`config.mk`:
```
export PLATFORM = sky130hd
export DESIGN_NAME = hash_a_stream_buffer
export DESIGN_NICKNAME = d
export VERILOG_FILES = /design/src/rtl/hash_a_stream_buffer.sv
export SDC_FILE = /design/constraint.sdc
export NUM_CORES = 1
export LEC_CHECK = 0
export CAP_MARGIN = 25
export CORE_MARGIN = 5
export CORE_UTILIZATION = 31
export CTS_CLUSTER_DIAMETER = 120
export DETAILED_ROUTE_END_ITERATION = 8
export PLACE_DENSITY = 0.5
export SYNTH_ARGS = -nofsm -noshare
export SYNTH_HDL_FRONTEND = slang
export SYNTH_SLANG_ARGS = --single-unit
export TNS_END_PERCENT = 20
```
`constraint.sdc`:
```
create_clock -name clk -period 15.7 [get_ports clk]
set_clock_uncertainty 0.05 [all_clocks]
set_input_delay 3.14 -clock clk [delete_from_list [all_inputs] [get_ports clk]]
set_output_delay 3.14 -clock clk [all_outputs]
set_load 0.01 [all_outputs]
```
`src/rtl/hash_a_stream_buffer.sv`:
```
// First-word-fall-through buffer for matrix-A expander words: masks each 16-bit
// lane to LOG_Q bits on write and tags row ends / matrix completion on the pop side.
module hash_a_stream_buffer #(
  parameter int DEPTH         = 8,
  parameter int LOG_Q         = 15,
  parameter int WORDS_PER_ROW = 336,
  parameter int ROWS          = 1344
) (
  input  logic                       clk,
  input  logic                       rst_n,
  input  logic                       clear,
  input  logic [63:0]                in_data,
  input  logic                       in_valid,
  output logic                       in_ready,
  output logic [63:0]                out_data,
  output logic                       out_valid,
  input  logic                       out_ready,
  output logic                       out_last,
  output logic [15:0]                row_idx,
  output logic                       matrix_done,
  output logic [$clog2(DEPTH):0]     level
);

  localparam int AW  = $clog2(DEPTH);
  localparam int CW  = AW + 1;
  localparam int WCW = (WORDS_PER_ROW > 1) ? $clog2(WORDS_PER_ROW) : 1;
  localparam logic [15:0] LANE_MASK =
    (LOG_Q >= 16) ? 16'hFFFF : 16'((32'd1 << LOG_Q) - 32'd1);

  logic [63:0]    mem_q [DEPTH];
  logic [AW-1:0]  wr_ptr_q, wr_ptr_d;
  logic [AW-1:0]  rd_ptr_q, rd_ptr_d;
  logic [CW-1:0]  count_q, count_d;
  logic [WCW-1:0] word_cnt_q, word_cnt_d;
  logic [15:0]    row_idx_q, row_idx_d;
  logic           matrix_done_q, matrix_done_d;
  logic           push, pop, last_pop, flush;

  function automatic logic [63:0] mask_word(input logic [63:0] w);
    logic [63:0] r;
    for (int i = 0; i < 4; i++) r[16*i +: 16] = w[16*i +: 16] & LANE_MASK;
    return r;
  endfunction

  // Handshake: a transfer happens on a rising edge where valid && ready are both
  // high. in_ready and out_valid come only from registered occupancy, so neither
  // side's ready depends combinationally on the other side.
  assign in_ready  = (count_q < CW'(DEPTH));
  assign out_valid = (count_q != '0);
  assign out_last  = out_valid && (word_cnt_q == WCW'(WORDS_PER_ROW - 1));
  assign out_data  = out_valid ? mem_q[rd_ptr_q] : '0;
  assign row_idx     = row_idx_q;
  assign matrix_done = matrix_done_q;
  assign level       = count_q;

  assign flush    = !rst_n || clear;
  assign push     = in_valid && in_ready;
  assign pop      = out_valid && out_ready;
  assign last_pop = pop && out_last;

  always_comb begin
    wr_ptr_d      = wr_ptr_q;
    rd_ptr_d      = rd_ptr_q;
    count_d       = count_q;
    word_cnt_d    = word_cnt_q;
    row_idx_d     = row_idx_q;
    matrix_done_d = 1'b0;
    if (push) wr_ptr_d = wr_ptr_q + 1'b1;
    if (pop)  rd_ptr_d = rd_ptr_q + 1'b1;
    case ({push, pop})
      2'b10:   count_d = count_q + CW'(1);
      2'b01:   count_d = count_q - CW'(1);
      default: count_d = count_q;
    endcase
    if (pop) word_cnt_d = last_pop ? '0 : word_cnt_q + WCW'(1);
    if (last_pop) begin
      if (row_idx_q == 16'(ROWS - 1)) begin
        row_idx_d     = '0;
        matrix_done_d = 1'b1;
      end else begin
        row_idx_d = row_idx_q + 16'd1;
      end
    end
  end

  always_ff @(posedge clk) begin
    if (flush) begin
      wr_ptr_q      <= '0;
      rd_ptr_q      <= '0;
      count_q       <= '0;
      word_cnt_q    <= '0;
      row_idx_q     <= '0;
      matrix_done_q <= 1'b0;
    end else begin
      wr_ptr_q      <= wr_ptr_d;
      rd_ptr_q      <= rd_ptr_d;
      count_q       <= count_d;
      word_cnt_q    <= word_cnt_d;
      row_idx_q     <= row_idx_d;
      matrix_done_q <= matrix_done_d;
    end
  end

  // Storage has no reset; a flush cycle never writes, so the offered word is dropped.
  always_ff @(posedge clk) begin
    if (push && !flush) mem_q[wr_ptr_q] <= mask_word(in_data);
  end

endmodule

```
==> results of run 1 <==
## worst max-delay path, delay by kind of cell (launching register included)
kind | cells | cell delay [ps]
buf+inv | 2 | 1310
mux | 2 | 830
flops | 1 | 820
simple gates | 1 | 80
## through the flow
stage / total power [uW] / utilization (%) / hold slack (ps) / instances / area [sq um]
final: 2920 / 38.2 / 430 / 2093 / 24600
after global routing: 3040 / 38.2 / 448 / 2091 / 24600
after CTS: 2970 / 38.1 / 435 / 2090 / 24600
after detailed placement: 1670 / 35.3 / 426 / 1985 / 22800
after global placement: 1670 / 35.3 / 416 / 1984 / 22800
after floorplan: 1600 / - / 399 / 1011 / 20200
## cell type report
class	instances	area (sq um)
repair buffers	173	1690
clock buffers	78	1530
well taps	855	1070
clock inverters	27	280
inverters	5	21.3
flip-flops and latches	519	15200
fillers	5938	39900
multi-input cells	434	4810
diodes	2	5.00
## kinds of logic after synthesis
kind of cell,share of synthesized area [%]
buffers and inverters,1.39
other,0.0186
and+or+nand+nor,4.53
muxes,16.4
adders and majority gates,0.433
AOI/OAI and AO/OA,1.34
DFF,75.2
xor gates and xnor gates,0.650
## power groups by stage
stage | logic (uW) | registers (uW) | clock network [uW]
after detailed placement | 119 | 1550 | 0
final | 117 | 1520 | 1290
after CTS | 120 | 1520 | 1330
after floorplan | 50.7 | 1550 | 0
after global routing | 127 | 1520 | 1390
after global placement | 116 | 1550 | 0
## routing by layer
metal,global-route usage [%],wire length [um]
met3,2.74,1990
met2,21.0,22000
met5,0,34
met1,17.6,20500
met4,3.66,1020
## path summary, 6_finish.rpt
kind / startpoint / to / slack [ps] / cells past startpoint
worst max-delay path: flop / out_data[59] / 8810 / 5
worst min-delay path: rd_ptr_q[1]$_SDFFE_PP0P_ / flop / 430 / 2
worst max register to register: level[3]$_SDFFE_PP0P_ / mem_q[0][14]$_DFFE_PP_ / 12380 / 6
worst min register to register: rd_ptr_q[1]$_SDFFE_PP0P_ / flop / 430 / 2
## synth_stat cells, types with 2 or more instances
cell type | n | share of area (%)
sky130_fd_sc_hd__a21oi_1 | 21 | 0.52
sky130_fd_sc_hd__and2_1 | 3 | 0.093
sky130_fd_sc_hd__and3_1 | 2 | 0.062
sky130_fd_sc_hd__and4_1 | 3 | 0.13
sky130_fd_sc_hd__buf_1 | 5 | 0.093
sky130_fd_sc_hd__buf_2 | 15 | 0.37
sky130_fd_sc_hd__buf_4 | 4 | 0.15
sky130_fd_sc_hd__buf_6 | 2 | 0.11
sky130_fd_sc_hd__clkbuf_1 | 26 | 0.48
sky130_fd_sc_hd__dfxtp_1 | 39 | 3.9
sky130_fd_sc_hd__edfxtp_1 | 480 | 71
sky130_fd_sc_hd__ha_1 | 7 | 0.43
sky130_fd_sc_hd__inv_1 | 4 | 0.074
sky130_fd_sc_hd__mux2i_1 | 62 | 3.1
sky130_fd_sc_hd__mux4_2 | 120 | 13
sky130_fd_sc_hd__nand2_1 | 28 | 0.52
sky130_fd_sc_hd__nand2b_1 | 3 | 0.093
sky130_fd_sc_hd__nand3_1 | 11 | 0.27
sky130_fd_sc_hd__nand4_1 | 6 | 0.19
sky130_fd_sc_hd__nor2_1 | 88 | 1.6
sky130_fd_sc_hd__nor2b_1 | 2 | 0.062
sky130_fd_sc_hd__nor3_1 | 6 | 0.15
sky130_fd_sc_hd__nor4_1 | 2 | 0.062
sky130_fd_sc_hd__nor4b_1 | 3 | 0.13
sky130_fd_sc_hd__o21ai_0 | 6 | 0.15
sky130_fd_sc_hd__o22ai_1 | 6 | 0.19
sky130_fd_sc_hd__o31ai_1 | 3 | 0.11
sky130_fd_sc_hd__or3_1 | 7 | 0.22
sky130_fd_sc_hd__or4_1 | 3 | 0.11
sky130_fd_sc_hd__or4b_2 | 2 | 0.099
sky130_fd_sc_hd__xnor2_1 | 7 | 0.30
sky130_fd_sc_hd__xor2_1 | 8 | 0.35
## flip-flops by register name, summed over array words and instances, names as in the netlist, named ones only
name         cells
mem_q          480
row_idx         16
word_cnt_q       9
level            4
rd_ptr_q         3
wr_ptr_q         3
matrix_done      1
==> out/summary.log, run 1 <==
qor: sta.period_needed 6890 ps
qor: clock_network.post_cts.resized_instances 0
qor: worst_setup_path.path_max_fanout 42
qor: route.vias_per_cell 4.74
qor: final_layout.design.final.nets 1266
qor: logic_synthesis.synth-main-ff-cell sky130_fd_sc_hd__edfxtp_1
qor: route.drt-initial-drc-count 562
qor: die.die_area 70400 sq um
qor: place.numPortBuffers 148
qor: worst_setup_path.slowest_delay 820 ps
qor: logic_synthesis.post_synth.cell_area_avg 20.0 sq um
qor: clock_network.cts_root_buf sky130_fd_sc_hd__clkbuf_16
qor: die.start_util 31.3%
qor: power_and_ir_drop.switchingPower 591 uW
qor: global_route.first_global_vias 10700
qor: route.antenna_left 0
qor: logic_synthesis.synth-seq-area-share 75.2%
qor: final_layout.most_common_cell_after_layout_fill_and_taps_aside sky130_fd_sc_hd__edfxtp_1
qor: clock_network.post-cts-setup-buffers 0
qor: worst_setup_path.critical_path_required 12510 ps
qor: power_and_ir_drop.portion_of_total_power_attributed_to_combinational_logic 4.0%
qor: outcome.outcome completed
qor: global_route.antenna_violations_before_repair 4
qor: global_route.grt_pass1_wl 69.2 mm
qor: logic_synthesis.count_of_state_elements_after_synthesis 519
qor: clock_network.post_cts_hold_buffer_count 0
qor: logic_synthesis.async_reset_ff_share 0%
qor: route.dr_total_vias 9926
qor: clock_network.clk_path_buf_depth 3
qor: place.globalplace.congestion 0.718
qor: worst_setup_path.timing.critical_path.cells buf_4, mux4_2, mux2i_1, nor2_1, clkdlybuf4s50_1
qor: logic_synthesis.syn-instance-count 1008
qor: logic_synthesis.synth_area 20200 sq um
qor: place.place_ws 9060 ps
qor: sta.maxSlewViolCount 0
qor: worst_setup_path.slowest_stage sky130_fd_sc_hd__dfxtp_4
qor: worst_setup_path.setup.worst_path.start_class flop
qor: die.num_rows 93
qor: power_and_ir_drop.pwr-share-clk 44.0%
qor: final_layout.final_cell_mix sky130_fd_sc_hd__edfxtp_1, sky130_fd_sc_hd__clkdlybuf4s50_1, sky130_fd_sc_hd__mux4_2
qor: die.fp.coreArea 64500 sq um
qor: power_and_ir_drop.vdd_drop_max 0.0000780 V
qor: global_route.grt_overflow 0
qor: sta.final.setup.worst_slack 8810 ps
qor: sta.hold_viol_final 0
qor: route.drc 0
qor: route.routed_wire_length_per_instance 21.8 um
qor: sta.setup-violations-final 0
qor: route.postRouteWirelength 45.6 mm
qor: worst_hold_path.worst_hold_path_type flop to flop
qor: run.timing.max_cap.violations 0
qor: sta.tightest_pin_transition 1000 ps
qor: place.estimated_wirelength_of_the_detail_placed_design 24.2 mm
qor: power_and_ir_drop.leakage 0.00736 uW
qor: logic_synthesis.synth_enable_flop_cells 480
qor: global_route.grt_max_degree 55
qor: power_and_ir_drop.sequentialPowerShare 52.0%
qor: worst_setup_path.critPathKind flop to output port
qor: clock_network.insertion_delay 600 ps
qor: final_layout.area_growth_syn_to_layout 21.8%
qor: die.die_height 265 um
qor: clock_network.ctsHtreeMaxLevel 2
qor: route.detail_route.first_pass.iterations 4
qor: sta.timing.final.crit_share 43.9%
qor: logic_synthesis.synth.yosys.warnings 0
qor: sta.setup_tns 0 ps
qor: sta.slew-limit-headroom 33.4%
qor: sta.setup_repair_after_global_routing_missed_its_margin no
qor: global_route.grt.total_usage 12.9%
qor: die.floorplan.die.width 265 um
qor: sta.max_freq 145 MHz
qor: power_and_ir_drop.power.switching_fraction 20.2%
qor: die.io_pins 157
qor: power_and_ir_drop.power_per_cell_area 119 nW/um^2
qor: worst_setup_path.cp_data_arrival_time 3700 ps
qor: power_and_ir_drop.internal_power 2330 uW
qor: clock_network.tritoncts.num_buffers 57
qor: clock_network.cts_tree built
qor: final_layout.drive_gt1_share 19.3%
qor: clock_network.path_clk_slew 60 ps
qor: worst_setup_path.setup.worst_path.end_class output port
qor: logic_synthesis.yosys.cell_types.count 56
qor: clock_network.clock_sinks 519
No activity file was read; power rests on OpenSTA's default activity.
==> run 2, diff against run 1 <==
Settings changed: PLACE_DENSITY 0.5 to 0.51.
Clock period 15.7 ns to 6.1 ns, I/O delays scaled along.
==> run 2 against run 1 <==
  * Sequential cell count did not move
  * Via count fell by 0.67%
  * First-iteration DRC count rose by 12%
  * Sequential share of layout area rose by 0.10 points
  * Non-clock buffer count fell by 1
  * Critical path type unchanged
  * Global-route usage barely moved
  * Highest routed layer unchanged
  * Cell count fell by 0.19%
  * Wire length rose by 0.55%
==> out/summary.log, run 2 (synthesized netlist as in run 1, its figures left out) <==
qor: outcome.outcome completed
qor: run.timing.max_cap.violations 0 [unchanged]
qor: die.die_area 70400 sq um [unchanged]
qor: worst_setup_path.critical_path_required 4830 ps [-7680 ps]
qor: sta.tightest_pin_transition 993 ps [-6.93 ps]
qor: die.floorplan.die.width 265 um [unchanged]
qor: place.estimated_wirelength_of_the_detail_placed_design 25.6 mm [+5.7%]
qor: clock_network.post_cts_hold_buffer_count 0 [unchanged]
qor: clock_network.ctsHtreeMaxLevel 2 [unchanged]
qor: route.dr_total_vias 9859 [-0.67%]
qor: sta.max_freq 215 MHz
qor: clock_network.path_clk_slew 50 ps [about the same]
qor: route.route.top_layer_used met5
qor: route.routed_wire_length_per_instance 21.9 um [+0.74%]
qor: power_and_ir_drop.vdd_drop_max 0.000201 V [+160%]
qor: sta.slew-limit-headroom 33.8% [+0.46 points]
qor: worst_setup_path.setup.worst_path.end_class output port
qor: worst_setup_path.cp_data_arrival_time 3380 ps [-320 ps]
qor: route.detail_route.first_pass.iterations 4 [unchanged]
qor: route.antenna_left 0 [unchanged]
qor: worst_setup_path.worst-r2r-cell-count 5 [-1]
qor: final_layout.number_of_flip_flops_under_the_largest_register_name 480 [unchanged]
qor: global_route.grt_overflow 0 [unchanged]
qor: sta.setup_repair_after_global_routing_missed_its_margin no
qor: sta.final.hold.worst_slack 425 ps [-5.26 ps]
qor: place.globalplace.congestion 0.692 [-3.5%]
qor: global_route.grt_pass1_wl 69.3 mm [about the same]
qor: worst_setup_path.timing.critical_path.cells buf_4, mux4_2, mux2i_1, nor2_1, clkdlybuf4s50_1
qor: final_layout.most_common_cell_after_layout_fill_and_taps_aside sky130_fd_sc_hd__edfxtp_1
qor: worst_setup_path.worst-path-buf-inv 2 [unchanged]
qor: sta.timing.final.crit_share 76.2%
qor: worst_setup_path.slowest_stage sky130_fd_sc_hd__dfxtp_4
qor: worst_hold_path.worst_hold_path.num_cells 2 [unchanged]
qor: die.die_height 265 um [unchanged]
qor: route.postRouteWirelength 45.8 mm [+0.55%]
qor: clock_network.clk_path_buf_depth 3 [unchanged]
qor: clock_network.post_cts.resized_instances 0 [unchanged]
qor: clock_network.tritoncts.num_buffers 55 [-3.5%]
qor: power_and_ir_drop.power_per_cell_area 297 nW/um^2 [+150%]
qor: worst_hold_path.worstHoldStart word_cnt_q[1]$_SDFFE_PP0P_
qor: global_route.first_global_vias 10600 [-0.23%]
qor: route.m1WireLength 20.4 mm [-0.55%]
qor: worst_setup_path.timing.rr.end mem_q[2][5]$_DFFE_PP_
qor: worst_setup_path.slowest_delay 950 ps [+130 ps]
qor: power_and_ir_drop.final_power 7310 uW [+150%]
qor: sta.maxSlewViolCount 0 [unchanged]
qor: die.num_rows 93 [unchanged]
qor: worst_setup_path.timing.critical_path.max_delay_family flip-flops
qor: final_layout.drive_gt1_share 19.3% [+0.078 points]
qor: sta.hold_viol_final 0 [unchanged]
qor: worst_setup_path.r2r_start level[3]$_SDFFE_PP0P_
qor: worst_hold_path.worst_hold_path_type flop to flop
qor: final_layout.largest-register mem_q
qor: worst_setup_path.critPathKind flop to output port
qor: route.vias_per_cell 4.72 [-0.48%]
qor: final_layout.area_growth_syn_to_layout 21.6%
qor: place.numPortBuffers 148 [unchanged]
qor: route.drc 0 [unchanged]
qor: sta.period_needed 4650 ps
qor: global_route.grt_max_degree 65 [+18%]
qor: route.met3_length 1.84 mm [-7.6%]
qor: final_layout.final_cell_mix sky130_fd_sc_hd__edfxtp_1, sky130_fd_sc_hd__clkdlybuf4s50_1, sky130_fd_sc_hd__mux4_2
qor: die.fp.coreArea 64500 sq um [unchanged]
qor: worst_setup_path.path_max_fanout 43 [+2.4%]
qor: power_and_ir_drop.leakage 0.00731 uW [-0.67%]
qor: worst_hold_path.hold_end word_cnt_q[1]$_SDFFE_PP0P_
qor: clock_network.cts_tree built
qor: die.start_util 31.3% [unchanged]
qor: sta.setup-violations-final 0 [unchanged]
qor: worst_setup_path.r2r_slack 3010 ps [-9370 ps]
qor: route.wl_met2 22.6 mm [+2.7%]
qor: clock_network.cts_root_buf sky130_fd_sc_hd__clkbuf_16
qor: worst_setup_path.setup.worst_path.start_class flop
qor: clock_network.clock_sinks 519 [unchanged]
qor: clock_network.insertion_delay 580 ps [-20 ps]
qor: final_layout.design.final.nets 1263 [-0.24%]
qor: global_route.grt.total_usage 12.9% [about the same]
qor: global_route.antenna_violations_before_repair 6 [+2]
qor: die.io_pins 157 [unchanged]
qor: clock_network.post-cts-setup-buffers 0 [unchanged]
qor: sta.setup_tns 0 ps [unchanged]
qor: route.drt-initial-drc-count 629 [+12%]
==> run 2: cell types whose count changed in the layout (fill, tap and decap cells not counted), moves of 3 or more <==
cell,before,now
sky130_fd_sc_hd__buf_12,0,7
sky130_fd_sc_hd__buf_4,24,16
sky130_fd_sc_hd__bufinv_16,5,1
sky130_fd_sc_hd__clkbuf_1,20,16
sky130_fd_sc_hd__clkbuf_16,58,55
sky130_fd_sc_hd__clkinv_2,4,9
==> run 2: routing by layer <==
metal / global-route usage (%) / vias up
li1: - / 4463
met1: 17.2 / 5166
met2: 21.6 / 159
met3: 2.75 / 67
met4: 3.37 / 4
met5: 0 / -
==> run 2: area by class of cell <==
class | instances | area, sq um
well taps | 855 | 1070
fillers | 5958 | 39900
diodes | 3 | 7.51
inverters | 5 | 21.3
multi-input cells | 434 | 4810
flip-flops and latches | 519 | 15200
clock buffers | 73 | 1460
clock inverters | 28 | 213
repair buffers | 172 | 1770
==> run 2: metrics by stage <==
stage          std cells  setup WS (ps)  util (%)  instance area [sq um]
2_1_floorplan       1011           -280         -                  20200
3_3_place_gp        1984           1660      35.4                  22900
4_1_cts             2086           1260      38.1                  24600
3_5_place_dp        1985           1600      35.5                  22900
5_1_grt             2087           1120      38.1                  24600
6_report            2089           1450      38.1                  24600
==> run 2: worst max-delay path by stage <==
| stage | start | end | slack (ps) | cells past startpoint |
|---|---|---|---|---|
| 2_1_floorplan | in_valid | mem_q[1][0]$_DFFE_PP_ | -280 | 3 |
| 6_report | flop | out_data[57] | 1450 | 5 |
| 3_5_place_dp | in_valid | mem_q[2][51]$_DFFE_PP_ | 1600 | 6 |
| 3_3_place_gp | in_valid | mem_q[2][4]$_DFFE_PP_ | 1660 | 6 |
| 5_1_grt | flop | out_data[57] | 1120 | 5 |
| 4_1_cts | flop | out_data[57] | 1260 | 5 |
==> run 2: where the power goes <==
group          switching [uW]  leakage (uW)  internal, uW
logic                     157       0.00186           143
registers                12.4       0.00464          3900
clock network            1360      0.000811          1740
==> run 2: worst min-delay path, cell delays in order, from the launching register on <==
cell and delay, ps:
sky130_fd_sc_hd__dfxtp_1 320, sky130_fd_sc_hd__nand2_1 60, sky130_fd_sc_hd__a21oi_1 50
==> run 3, diff against run 2 <==
Settings changed: PLACE_DENSITY 0.51 to 0.5.
Clock period 6.1 ns to 4.7 ns, I/O delays scaled along.
==> run 3 against run 2 <==
  * Global-route usage is essentially flat
  * Utilization rose by 0.22 points
  * Via count increased by 1.1%
  * Setup slack got worse by 750 ps
  * Cell count grew 0.38%
  * Critical path depth unchanged
  * Worst hold slack improved by 11 ps
  * Sequential share of layout area down 0.36 points
  * Design area is 0.59% higher
==> out/summary.log, run 3 (synthesized netlist as in run 1, its figures left out) <==
qor: outcome.outcome completed
qor: place.numPortBuffers 148 [unchanged]
qor: final_layout.largest-register mem_q
qor: place.place_ws 982 ps [-617 ps]
qor: sta.max_freq 250 MHz
qor: run.timing.max_cap.violations 0 [unchanged]
qor: worst_hold_path.worst_hold_path_type flop to flop
qor: clock_network.clk_path_buf_depth 3 [unchanged]
qor: worst_setup_path.timing.critical_path.cells buf_12, mux4_2, mux2i_1, nor2_1, clkdlybuf4s50_1
qor: global_route.antenna_violations_before_repair 8 [+2]
qor: final_layout.area_growth_syn_to_layout 22.3%
qor: clock_network.post_cts.resized_instances 0 [unchanged]
qor: worst_setup_path.critical_path_required 3710 ps [-1120 ps]
qor: clock_network.path_clk_slew 60 ps [about the same]
qor: die.die_height 265 um [unchanged]
qor: sta.final.setup.worst_slack 699 ps [-751 ps]
qor: global_route.grt.total_usage 12.9% [+0.036 points]
qor: worst_setup_path.slowest_delay 560 ps [-390 ps]
qor: power_and_ir_drop.leakage 0.00739 uW [+1.0%]
qor: sta.period_needed 4000 ps
qor: clock_network.post_cts_hold_buffer_count 0 [unchanged]
qor: sta.setup_repair_after_global_routing_missed_its_margin no
qor: route.detail_route.first_pass.iterations 4 [unchanged]
qor: sta.hold_viol_final 0 [unchanged]
qor: final_layout.design.final.nets 1267 [+0.32%]
qor: clock_network.tritoncts.num_buffers 57 [+3.6%]
qor: worst_setup_path.worst-path-buf-inv 2 [unchanged]
qor: clock_network.ctsHtreeMaxLevel 2 [unchanged]
qor: route.antenna_left 0 [unchanged]
qor: worst_setup_path.setup.worst_path.end_class output port
qor: die.io_pins 157 [unchanged]
qor: worst_setup_path.critPathKind flop to output port
qor: die.start_util 31.3% [unchanged]
qor: global_route.first_global_vias 10700 [+0.54%]
qor: worst_setup_path.slowest_stage sky130_fd_sc_hd__mux4_2
qor: final_layout.drive_gt1_share 19.5% [+0.21 points]
qor: power_and_ir_drop.vdd_drop_max 0.000269 V [+34%]
qor: final_layout.most_common_cell_after_layout_fill_and_taps_aside sky130_fd_sc_hd__edfxtp_1
qor: die.floorplan.die.width 265 um [unchanged]
qor: worst_setup_path.cp_data_arrival_time 3010 ps [-370 ps]
qor: route.drt-initial-drc-count 660 [+4.9%]
qor: clock_network.post-cts-setup-buffers 0 [unchanged]
qor: place.globalplace.congestion 0.740 [+6.9%]
qor: final_layout.final_cell_mix sky130_fd_sc_hd__edfxtp_1, sky130_fd_sc_hd__clkdlybuf4s50_1, sky130_fd_sc_hd__mux4_2
qor: power_and_ir_drop.power_per_cell_area 392 nW/um^2 [+32%]
qor: sta.setup_tns 0 ps [unchanged]
qor: worst_hold_path.worst_hold_path.num_cells 2 [unchanged]
qor: sta.slew-limit-headroom 50.1% [+16 points]
qor: route.vias_per_cell 4.75 [+0.68%]
qor: worst_setup_path.path_max_fanout 51 [+19%]
qor: clock_network.clock_sinks 519 [unchanged]
qor: place.estimated_wirelength_of_the_detail_placed_design 24.6 mm [-4.1%]
qor: route.dr_total_vias 9964 [+1.1%]
qor: die.die_area 70400 sq um [unchanged]
qor: power_and_ir_drop.final_power 9690 uW [+33%]
qor: global_route.grt_overflow 0 [unchanged]
qor: die.num_rows 93 [unchanged]
qor: worst_setup_path.worst-r2r-cell-count 9 [+4]
qor: route.routed_wire_length_per_instance 22.0 um [+0.21%]
qor: route.postRouteWirelength 46.1 mm [+0.59%]
qor: sta.maxSlewViolCount 0 [unchanged]
qor: clock_network.insertion_delay 590 ps [about the same]
qor: sta.tightest_pin_transition 746 ps [-246 ps]
qor: global_route.grt_pass1_wl 69.2 mm [about the same]
qor: sta.final.hold.worst_slack 436 ps [+11.1 ps]
qor: route.drc 0 [unchanged]
qor: sta.setup-violations-final 0 [unchanged]
qor: worst_setup_path.setup.worst_path.start_class flop
qor: clock_network.cts_root_buf sky130_fd_sc_hd__clkbuf_16
qor: sta.timing.final.crit_share 85.1%
qor: global_route.grt_max_degree 65 [unchanged]
qor: clock_network.cts_tree built
qor: worst_setup_path.timing.critical_path.max_delay_family multiplexers
qor: final_layout.number_of_flip_flops_under_the_largest_register_name 480 [unchanged]
qor: worst_setup_path.crit_cells 5 [unchanged]
qor: die.fp.coreArea 64500 sq um [unchanged]
## run 3: stage by stage
stage / std cells / instance area [sq um] / util [%]
global route: 2093 / 24700 / 38.3
finish: 2097 / 24700 / 38.3
CTS: 2093 / 24700 / 38.3
global placement: 1987 / 22900 / 35.6
detailed placement: 1987 / 22900 / 35.6
floorplan: 1011 / 20200 / -
## run 3: report_power, final
part	leakage [uW]	total (uW)	internal [uW]	switching [uW]
Sequential	0.00464	5080	5070	11.4
Combinational	0.00188	396	188	208
Clock	0.000870	4220	2480	1740
Total	0.00739	9690	7740	1960
## run 3: worst register-to-register path: cells and delay by family (launching register included)
kind	cells	cell delay (ps)
compound gates	3	1050
simple gates	1	310
xor+xnor	2	260
buf+inv	1	170
fa+ha+maj	2	510
flops	1	420
## run 3: final timing paths
kind / startpoint / to / slack (ps)
min reg2reg: word_cnt_q[1]$_SDFFE_PP0P_ / word_cnt_q[1]$_SDFFE_PP0P_ / 440
max: flop / out_data[0] / 700
min: word_cnt_q[1]$_SDFFE_PP0P_ / word_cnt_q[1]$_SDFFE_PP0P_ / 440
max reg2reg: level[0]$_SDFFE_PP0P_ / level[2]$_SDFFE_PP0P_ / 1850
## run 3: routing by layer
layer / GRT usage, % / up-vias / routed length, um
li1: - / 4474 / -
met1: 17.3 / 5245 / 20500
met2: 21.4 / 171 / 22400
met3: 3.40 / 66 / 2370
met4: 2.88 / 8 / 748
met5: 0 / - / 39
## run 3: final cells by class
cell class | count | area (sq um)
clock inverters | 28 | 205
fillers | 5918 | 39800
flip-flops and latches | 519 | 15200
inverters | 5 | 21.3
clock buffers | 78 | 1570
well taps | 855 | 1070
repair buffers | 174 | 1810
diodes | 4 | 10.0
multi-input cells | 434 | 4810
